### src/rtl/tdm_demux.sv
// Receive end of a mux-based TDM link: gathers N slot words into a shadow bank
// and publishes each complete frame atomically. Optional parity check: TDM_PARITY_EN.
module tdm_demux #(
  parameter int SELW = 2,
  parameter int W    = 8
) (
  input  logic                   Clock,
  input  logic                   Resetn,
  input  logic                   En,
  input  logic                   Sync,
  input  logic [W-1:0]           Din,
`ifdef TDM_PARITY_EN
  input  logic                   Par,
  output logic                   ParErr,
`endif
  output logic [(2**SELW)*W-1:0] Q,
  output logic [SELW-1:0]        Sel,
  output logic                   FrameValid,
  output logic                   Locked,
  output logic                   SyncErr
);

  localparam int N = 2 ** SELW;
  localparam logic [SELW-1:0] LAST_SLOT = SELW'(N - 1);

  typedef enum logic {
    HUNT   = 1'b0,
    LOCKED = 1'b1
  } state_t;

  state_t                 state_q, state_d;
  logic [SELW-1:0]        sel_q, sel_d;
  logic [(N-1)*W-1:0]     shadow_q, shadow_d;
  logic [N*W-1:0]         frame_q, frame_d;
  logic                   fv_q, fv_d;
  logic                   locked_q, locked_d;
  logic                   serr_q, serr_d;
  logic                   frame_bad_q, frame_bad_d;
  logic                   word_bad_s;
`ifdef TDM_PARITY_EN
  logic                   perr_q, perr_d;

  // Odd parity: the word plus its parity bit must hold an odd number of ones.
  function automatic logic odd_parity_bad(input logic [W-1:0] data, input logic par);
    return (^{data, par}) != 1'b1;
  endfunction
`endif

  // Per-word parity verdict; constant clean when parity checking is not built in.
  always_comb begin
    word_bad_s = 1'b0;
`ifdef TDM_PARITY_EN
    if (En) begin
      word_bad_s = odd_parity_bad(Din, Par);
    end else begin
      word_bad_s = 1'b0;
    end
`endif
  end

  // Slot sequencing, shadow fill and frame publication.
  always_comb begin
    state_d     = state_q;
    sel_d       = sel_q;
    shadow_d    = shadow_q;
    frame_d     = frame_q;
    frame_bad_d = frame_bad_q;
    fv_d        = 1'b0;
    serr_d      = 1'b0;
`ifdef TDM_PARITY_EN
    perr_d      = word_bad_s;
`endif
    if (En) begin
      case (state_q)
        HUNT: begin
          if (Sync) begin
            shadow_d[W-1:0] = Din;
            sel_d           = SELW'(1);
            frame_bad_d     = word_bad_s;
            state_d         = LOCKED;
          end else begin
            state_d = HUNT;
          end
        end
        LOCKED: begin
          if (Sync) begin
            // A sync anywhere but slot 0 abandons the partial frame and resyncs.
            serr_d          = (sel_q != '0);
            shadow_d[W-1:0] = Din;
            sel_d           = SELW'(1);
            frame_bad_d     = word_bad_s;
          end else if (sel_q == '0) begin
            serr_d  = 1'b1;
            sel_d   = '0;
            state_d = HUNT;
          end else if (sel_q == LAST_SLOT) begin
            sel_d = '0;
            if (!(frame_bad_q || word_bad_s)) begin
              frame_d = {Din, shadow_q};
              fv_d    = 1'b1;
            end else begin
              frame_d = frame_q;
            end
          end else begin
            for (int k = 1; k < N - 1; k++) begin
              if (sel_q == SELW'(k)) begin
                shadow_d[k*W +: W] = Din;
              end else begin
                shadow_d[k*W +: W] = shadow_q[k*W +: W];
              end
            end
            sel_d       = sel_q + SELW'(1);
            frame_bad_d = frame_bad_q | word_bad_s;
          end
        end
        default: begin
          state_d = HUNT;
          sel_d   = '0;
        end
      endcase
    end else begin
      state_d = state_q;
    end
    locked_d = (state_d == LOCKED);
  end

  // State and output registers.
  always_ff @(posedge Clock or negedge Resetn) begin
    if (!Resetn) begin
      state_q     <= HUNT;
      sel_q       <= '0;
      shadow_q    <= '0;
      frame_q     <= '0;
      frame_bad_q <= 1'b0;
      fv_q        <= 1'b0;
      locked_q    <= 1'b0;
      serr_q      <= 1'b0;
`ifdef TDM_PARITY_EN
      perr_q      <= 1'b0;
`endif
    end else begin
      state_q     <= state_d;
      sel_q       <= sel_d;
      shadow_q    <= shadow_d;
      frame_q     <= frame_d;
      frame_bad_q <= frame_bad_d;
      fv_q        <= fv_d;
      locked_q    <= locked_d;
      serr_q      <= serr_d;
`ifdef TDM_PARITY_EN
      perr_q      <= perr_d;
`endif
    end
  end

  assign Q          = frame_q;
  assign Sel        = sel_q;
  assign FrameValid = fv_q;
  assign Locked     = locked_q;
  assign SyncErr    = serr_q;
`ifdef TDM_PARITY_EN
  assign ParErr     = perr_q;
`endif

endmodule

### config.mk
export PLATFORM = sky130hd
export DESIGN_NAME = tdm_demux
export DESIGN_NICKNAME = d
export VERILOG_FILES = /design/src/rtl/tdm_demux.sv
export SDC_FILE = /design/constraint.sdc
export NUM_CORES = 1
export LEC_CHECK = 0
export BUFFER_PORTS_ARGS = -buffer_cell sky130_fd_sc_hd__buf_2
export CAP_MARGIN = 25
export CORE_ASPECT_RATIO = 0.75
export CORE_UTILIZATION = 58
export DETAILED_ROUTE_END_ITERATION = 10
export PLACE_DENSITY = 0.87
export SLEW_MARGIN = 20
export SYNTH_ARGS = -nofsm -noshare
export SYNTH_HDL_FRONTEND = slang
export SYNTH_SLANG_ARGS = --single-unit
### constraint.sdc
create_clock -name Clock -period 4.02 [get_ports Clock]
set_input_delay 0.402 -clock Clock [delete_from_list [all_inputs] [get_ports Clock]]
set_output_delay 0.402 -clock Clock [all_outputs]
set_load 0.1 [all_outputs]
==> Word-level counts from Yosys, hierarchy flattened <==
Index checks and enable logic that the tools add are counted.
{ "word_totals": {"in_bits": 12, "out_inout_bits": 37, "regBits": 62, "wordCells": 47} }
{ "op_classes": {"bitwise_logic": 5, "reduce_logical": 7, "add_sub_neg": 1, "eq_ne": 4, "mux": 21} }
{ "op_table": {"columns": ["cell", "n"], "rows": [
  ["$reduce_and 6->1", 3],
  ["$mux 1", 14],
  ["$mux 2", 4],
  ["$mux 8", 1],
  ["$not 1->1", 5],
  ["$eq 2x2->1 const B", 2],
  ["$pmux 2 s2", 1],
  ["$reduce_and 2->1", 2],
  ["$add 2x1->2 const B", 1],
  ["$eq 2x1->1 const B", 1],
  ["$logic_not 2->1", 1],
  ["$ne 2x2->1 const B", 1],
  ["$pmux 1 s2", 1],
  ["$reduce_bool 2->1", 1]
]} }

==> Depth between registers and ports, before layout <==
Gate-level depths: netlist of run 1.
{ "depth": {"depth_word": 6, "ltp_mapped": 7, "ltp_nobuf": 6} }

==> Worst setup path before layout of run 1 <==
Ideal clock, no wire load.
{ "synth_timing": {"path_type": "reg-to-reg", "from": "reg sel_q[0], in the netlist Sel[0]", "to": "reg frame_q[21], in the netlist Q[21]", "required_ps": 3892, "path_buffers": 1, "period_less_slack_ps": 2404, "setup_ps": 128, "stages_incl_launch_ff": 8, "arrival_ps": 2276, "path_slack_ps": 1616, "cell_sequence": "dfrtp_1 > inv_1 > ha_1 > inv_1 > ha_1 > nand4_2 > buf_2 > mux2_1"} }
{ "synth_via": {"elab_chain_len": 3, "word_cells_on_any_way": 4, "cone_classes": "eq/ne (1); bitwise (1); reduce/logical (2)"} }
{ "synth_lines": {"columns": ["element", "line", "source"], "rows": [
  ["start: declaration", "32", "logic [SELW-1:0] sel_q, sel_d;"],
  ["start signal: assignment", "143", "sel_q <= sel_d;"],
  ["$logic_not 2->1", "92", "end else if (sel_q == '0) begin"],
  ["$not 1->1 (no line)", null, null],
  ["$reduce_and 6->1 (no line) (*)", null, null],
  ["end signal: assignment", "145", "frame_q <= frame_d;"],
  ["end: declaration", "34", "logic [N*W-1:0] frame_q, frame_d;"]
]} }
Every way passes the cells marked *; elsewhere a longest branch is shown, timed or not.
A chain may end at the register's enable or synchronous reset.

==> Worst setup path after layout of run 1 <==
{ "layout_timing": {"from": "reg sel_q[0], in the netlist Sel[0]", "to": "reg frame_q[2], in the netlist Q[2]"} }
The elaborated chain is that of the path after synthesis.

==> results of run 1 <==
## per-stage QoR
stage          area [µm²]  utilization (%)
6_report             3010             73.7
5_1_grt              3010             73.7
4_1_cts              2980             73.0
3_5_place_dp         2770             67.9
3_3_place_gp         2770             67.9
2_1_floorplan        2480                -
## registers in the layout, indices dropped and copies added, names as in the netlist
name,flops
FrameValid,1
Locked,1
Q,32
Sel,2
SyncErr,1
shadow_q,24
## cells in the mapped netlist (all sizes together), types with 2 or more instances
library cell   n
nand2          4
mux2          56
dfrtp         61
nor2           2
buf            5
inv            4
a21oi          2
o21ai          2
ha             8
## final cells by class
cell class	count	area [µm²]
Timing Repair Buffer	50	275
Inverter	4	15.0
Tap cell	55	68.8
Sequential cell	61	1530
Fill cell	262	1070
Multi-Input combinational cell	81	910
Clock inverter	3	42.5
Clock buffer	13	169
## kinds of logic after synthesis
| logic type | Yosys count | share of synthesized area [%] |
|---|---|---|
| simple gates | 11 | 3.38 |
| fa+ha+maj | 8 | 4.04 |
| flops | 61 | 61.6 |
| compound gates | 6 | 1.41 |
| mux | 56 | 27.9 |
| buf+inv | 9 | 1.72 |
## worst max-delay path by stage
stage                     endpoint  slack [ns]  cells past startpoint
after floorplan              Q[21]        1.62                      7
after global placement       Q[21]        1.61                      6
after detailed placement     Q[22]        1.38                      6
after CTS                    Q[22]        1.35                      6
after global routing          Q[2]        1.64                      7
final                         Q[2]        1.80                      7
## metal layers
| metal | global-route usage, % | share of wire (%) |
|---|---|---|
| met1 | 28.5 | 44 |
| met2 | 35.0 | 48 |
| met3 | 11.3 | 6.3 |
| met4 | 7.28 | 2.0 |
| met5 | 0 | 0 |
==> results by group, run 1 <==
Critical path
  • Cell with the biggest individual delay on the critical path: dfrtp_1
  • Cell Chain, Critical Path: inv_1 -> ha_1 -> inv_1 -> ha_1 -> nand4_2 -> buf_16 -> mux2_2
  • Combined buffer and inverter count along the critical path: 3
  • Launching point of the worst reg2reg path: Sel[0]
  • Worst Path Arrival: 2.43 ns
  • Reg-to-reg slack, setup: 1.80 ns
  • Worst stage delay on the critical path: 0.46 ns
  • Worst r2r dst: Q[2]
  • Reg2Reg Depth: 7
  • Critical Path Fanout Max: 21
  • Worst setup path class: flop to flop
  • Required time at the endpoint of the critical path: 4.23 ns
  • Critical path's top delay family: buffers and inverters
  • CP Launch Type: flop
  • Critical path startpoint: Sel[0]
  • Crit. End Element: flop

Clocking
  • Clock tree from TritonCTS: built
  • Root buffer cell: clkbuf_8
  • Clock latency on the worst-skew pair: 0.34 ns
  • Post-cts hold buffer count: 0
  • Longest Clk Path Bufs: 2
  • Buffer count from post-CTS setup fixing: 0
  • Clock edge transition at the registers on the reported setup and hold paths: 0.08 ns
  • Clock buffers created by TritonCTS: 9
  • CTS sink cnt: 61
  • H-Tree Level Count: 3
  • Total of cells resized after clock tree synthesis: 0

Route
  • Remaining DRCs: 0
  • Initial DRC count: 49
  • Antenna viol nets, final: 0
  • Per-cell via count in the routed design: 5.22
  • Drt pass-1 iters: 2
  • Overall via count from detail_route: 1394
  • Average wire per cell in the routed design: 16.6 µm
  • Post-detailed-routing wire length: 4.44 mm

Final layout
  • Antenna Diode Count: 0
  • Post-synthesis to final-layout area growth: 21.3%
  • Non-Filler Instances: 267
  • Share of final-layout standard cells stronger than drive strength 1: 58.0%
  • Most used cells in the layout excluding fill and tap cells: 61 x dfrtp_1, 48 x buf_2, 38 x mux2_2
  • Net count, final: 227
  • Most common library cell in the layout ignoring fill and taps: dfrtp_1

Yosys
  • Warning count from the yosys run: 0
  • Sequential fraction of the synthesis area: 61.6%
  • Yosys top cell area share: 61.6%
  • Library cells used by synthesis: 20
  • Number of synthesized flops with an enable pin: 0
  • Mean cell area of the mapped netlist: 16.4 µm²
  • Synth Cell Area: 2480 µm²
  • Mapped Nets: 171
  • Most area-consuming cells after synthesis: dfrtp_1 62%, mux2_2 17%, mux2_4 9.7%
  • Post-synth top area cell: dfrtp_1
  • Cell count after synthesis: 151
  • Seq cells post-synth: 61
  • Primary flip-flop cell chosen by synthesis mapping: dfrtp_1
  • Asr flop ratio synth: 100%

STA
  • Final setup violation count: 0
  • RSZ-0062 raised after global routing: no
  • Post-route clock period utilization: 55.2%
  • Min Tclk post-route: 2.22 ns
  • Actual transition at the worst max-transition pin: 0.734 ns
  • Minimum hold slack: 0.190 ns
  • Number of hold violations in the final report: 0
  • Max Transition Viols Final: 0
  • Final worst setup slack: 1.80 ns
  • Final setup TNS: 0 ns
  • Fmax: 451 MHz
  • Final setup skew: 0.0142 ns
  • Relative max-transition margin: 51.1%

Global routing
  • Antenna violations before repair: 0
  • Pin count of the biggest net entering global routing: 62
  • GR Util All Layers: 22.7%
  • Grt total ovfl: 0
  • Vias in the first global route: 1447
  • Wire length of the first global-routing pass: 7.36 mm

Place
  • Placed instance count: 250
  • Placer's final routability congestion estimate: 0.809
  • Detailed placement HPWL: 2.95 mm
  • Buffers added on ports: 48
  • Worst setup timing slack at the placement stage: 1.38 ns

Job
  • MaxCap Viol Count: 0

Die
  • Placeable core area: 4080 µm²
  • Area of the die: 4540 µm²
  • Count of pins on the block boundary: 49
  • Starting density of the core: 60.8%
  • Height of the chip: 58.6 µm
  • Overall die width: 77.5 µm
  • Row Count: 20

Run status
  • Outcome: finished, final reports clean

Worst hold path
  • Hold Crit Class: input port to async pin
Power of run 1 is left out: the tool's default activity adds up to more than one toggle a clock period on the data nets, which glitch-free logic cannot reach.
==> inputs of run 2 (changes only) <==
--- a/config.mk
+++ b/config.mk
@@ -8,9 +8,9 @@
 export BUFFER_PORTS_ARGS = -buffer_cell sky130_fd_sc_hd__buf_2
 export CAP_MARGIN = 25
 export CORE_ASPECT_RATIO = 0.75
-export CORE_UTILIZATION = 58
+export CORE_UTILIZATION = 49
 export DETAILED_ROUTE_END_ITERATION = 10
-export PLACE_DENSITY = 0.87
+export PLACE_DENSITY = 0.79
 export SLEW_MARGIN = 20
 export SYNTH_ARGS = -nofsm -noshare
 export SYNTH_HDL_FRONTEND = slang
==> constraint.sdc (replaced) <==
create_clock -name Clock -period 1.95 [get_ports Clock]
set_input_delay 0.195 -clock Clock [delete_from_list [all_inputs] [get_ports Clock]]
set_output_delay 0.195 -clock Clock [all_outputs]
set_load 0.1 [all_outputs]
==> run 2 against run 1 <==
Against the previous run: the flow now finishes with violations (DRC); via count is 1.6% higher; non-clock buffer count rose by 5; clock-buffer cell count fell by 2; global-route usage fell by 4.1 points; sequential cell count unchanged; core utilization is 11 points lower; cell count up 3.7%; sequential share of layout area decreased by 0.46 points; largest cell class unchanged.
==> results by group, run 2 (synthesis gave the netlist of run 1 again) <==
Critical path
  • Cell with the biggest individual delay on the critical path: dfrtp_4
  • Critical Path Fanout Max: 16
  • CP Launch Type: flop
  • Cell Chain, Critical Path: inv_1 -> ha_1 -> inv_1 -> ha_1 -> nand4_2 -> clkbuf_16 -> mux2_2
  • Worst r2r dst: Q[20]
  • Reg-to-reg slack, setup: 0.09 ns
  • Crit. End Element: flop
  • Launching point of the worst reg2reg path: Sel[0]
  • Worst Path Arrival: 2.09 ns
  • Worst setup path endpoint: Q[20]
  • Worst stage delay on the critical path: 0.50 ns
  • Required time at the endpoint of the critical path: 2.18 ns
  • Worst setup path class: flop to flop
  • Reg2Reg Depth: 7
  • Critical path startpoint: Sel[0]

Route
  • Post-detailed-routing wire length: 4.48 mm
  • Drt pass-1 iters: 7
  • Per-cell via count in the routed design: 5.11
  • Initial DRC count: 56
  • Antenna viol nets, final: 0
  • Remaining DRCs: 8
  • Average wire per cell in the routed design: 16.2 µm
  • Overall via count from detail_route: 1416

Final layout
  • Post-synthesis to final-layout area growth: 23.1%
  • Net count, final: 232
  • Most common library cell in the layout ignoring fill and taps: dfrtp_1
  • Antenna Diode Count: 0
  • Share of final-layout standard cells stronger than drive strength 1: 60.4%
  • Most used cells in the layout excluding fill and tap cells: 58 x dfrtp_1, 48 x buf_2, 38 x mux2_2
  • Largest register FFs: 32

Place
  • Placer's final routability congestion estimate: 0.774
  • Buffers added on ports: 48
  • Detailed placement HPWL: 2.91 mm
  • Worst setup timing slack at the placement stage: 0.115 ns

Clocking
  • H-Tree Level Count: 3
  • Clock buffers created by TritonCTS: 9
  • Root buffer cell: clkbuf_8
  • Clock edge transition at the registers on the reported setup and hold paths: 0.06 ns
  • Buffer count from post-CTS setup fixing: 0
  • Longest Clk Path Bufs: 2
  • Clock latency on the worst-skew pair: 0.34 ns
  • CTS sink cnt: 61
  • Clock tree from TritonCTS: built

STA
  • Relative max-transition margin: 49.9%
  • Min Tclk post-route: 1.86 ns
  • Final setup violation count: 0
  • Number of hold violations in the final report: 0
  • Fmax: 538 MHz
  • Actual transition at the worst max-transition pin: 0.751 ns
  • Final worst setup slack: 0.0922 ns
  • Post-route clock period utilization: 95.3%
  • Max Transition Viols Final: 0
  • RSZ-0062 raised after global routing: no
  • Final setup skew: 0.00601 ns

Die
  • Area of the die: 5350 µm²
  • Height of the chip: 63.6 µm
  • Count of pins on the block boundary: 49
  • Starting density of the core: 50.9%
  • Placeable core area: 4870 µm²
  • Row Count: 22
  • Overall die width: 84.1 µm

Run status
  • Violations in the final reports: DRC
  • Outcome: complete, but fails checks

Worst hold path
  • Hold Crit Class: input port to flop

Global routing
  • Vias in the first global route: 1442
  • Grt total ovfl: 0
  • Wire length of the first global-routing pass: 7.22 mm
  • Pin count of the biggest net entering global routing: 36
  • GR Util All Layers: 18.7%
  • Antenna violations before repair: 0

Job
  • MaxCap Viol Count: 0
## run 2: metrics by stage
stage / hold slack (ns) / setup TNS [ns] / instance area [µm²] / utilization (%) / std cells
after detailed placement: 0.316 / 0 / 2830 / 58.0 / 259
after global routing: 0.0814 / 0 / 3050 / 62.6 / 277
after floorplan: -0.101 / -0.111 / 2490 / - / 151
after CTS: 0.0526 / 0 / 3030 / 62.1 / 276
final: 0.0737 / 0 / 3050 / 62.6 / 277
after global placement: 0.313 / 0 / 2830 / 58.0 / 259
## run 2: final cells by class
class | count | area, µm²
clock buffers | 11 | 141
well taps | 60 | 75.1
inverters | 4 | 15.0
fillers | 384 | 1820
multi-input cells | 81 | 910
flip-flops and latches | 61 | 1540
repair buffers | 55 | 325
clock inverters | 5 | 50.0
## run 2: how the worst min path moves through the flow
stage / start / end / slack, ns / cells past startpoint
finish: Sync / FrameValid / 0.07 / 2
global route: Sync / FrameValid / 0.08 / 2
CTS: Sync / FrameValid / 0.05 / 2
detailed placement: Resetn / FrameValid / 0.32 / 1
global placement: Resetn / SyncErr / 0.31 / 1
floorplan: Resetn / FrameValid / -0.10 / 0
## run 2: what timing repair did
| action | in CTS | in global routing |
|---|---|---|
| gates resized for setup | 0 | 1 |
| hold buffers | 1 | 0 |
| endpoints found under the hold margin | 32 | 0 |
| setup endpoints to repair | 0 | 29 |
## run 2: critical path, delay by kind of cell (launching register included)
| family | cells | cell delay, ns |
|---|---|---|
| buf+inv | 3 | 0.38 |
| simple gates | 1 | 0.16 |
| flops | 1 | 0.50 |
| fa+ha+maj | 2 | 0.36 |
| mux | 1 | 0.34 |
## run 2: metal layers
layer / vias to the layer above / track usage, % / part of all wire [%]
met5: - / 0 / 0
li1: 652 / - / -
met2: 39 / 27.0 / 44
met3: 9 / 6.16 / 5.3
met1: 716 / 25.1 / 48
met4: 0 / 9.70 / 2.0
Power of run 2 is left out for the same reason.
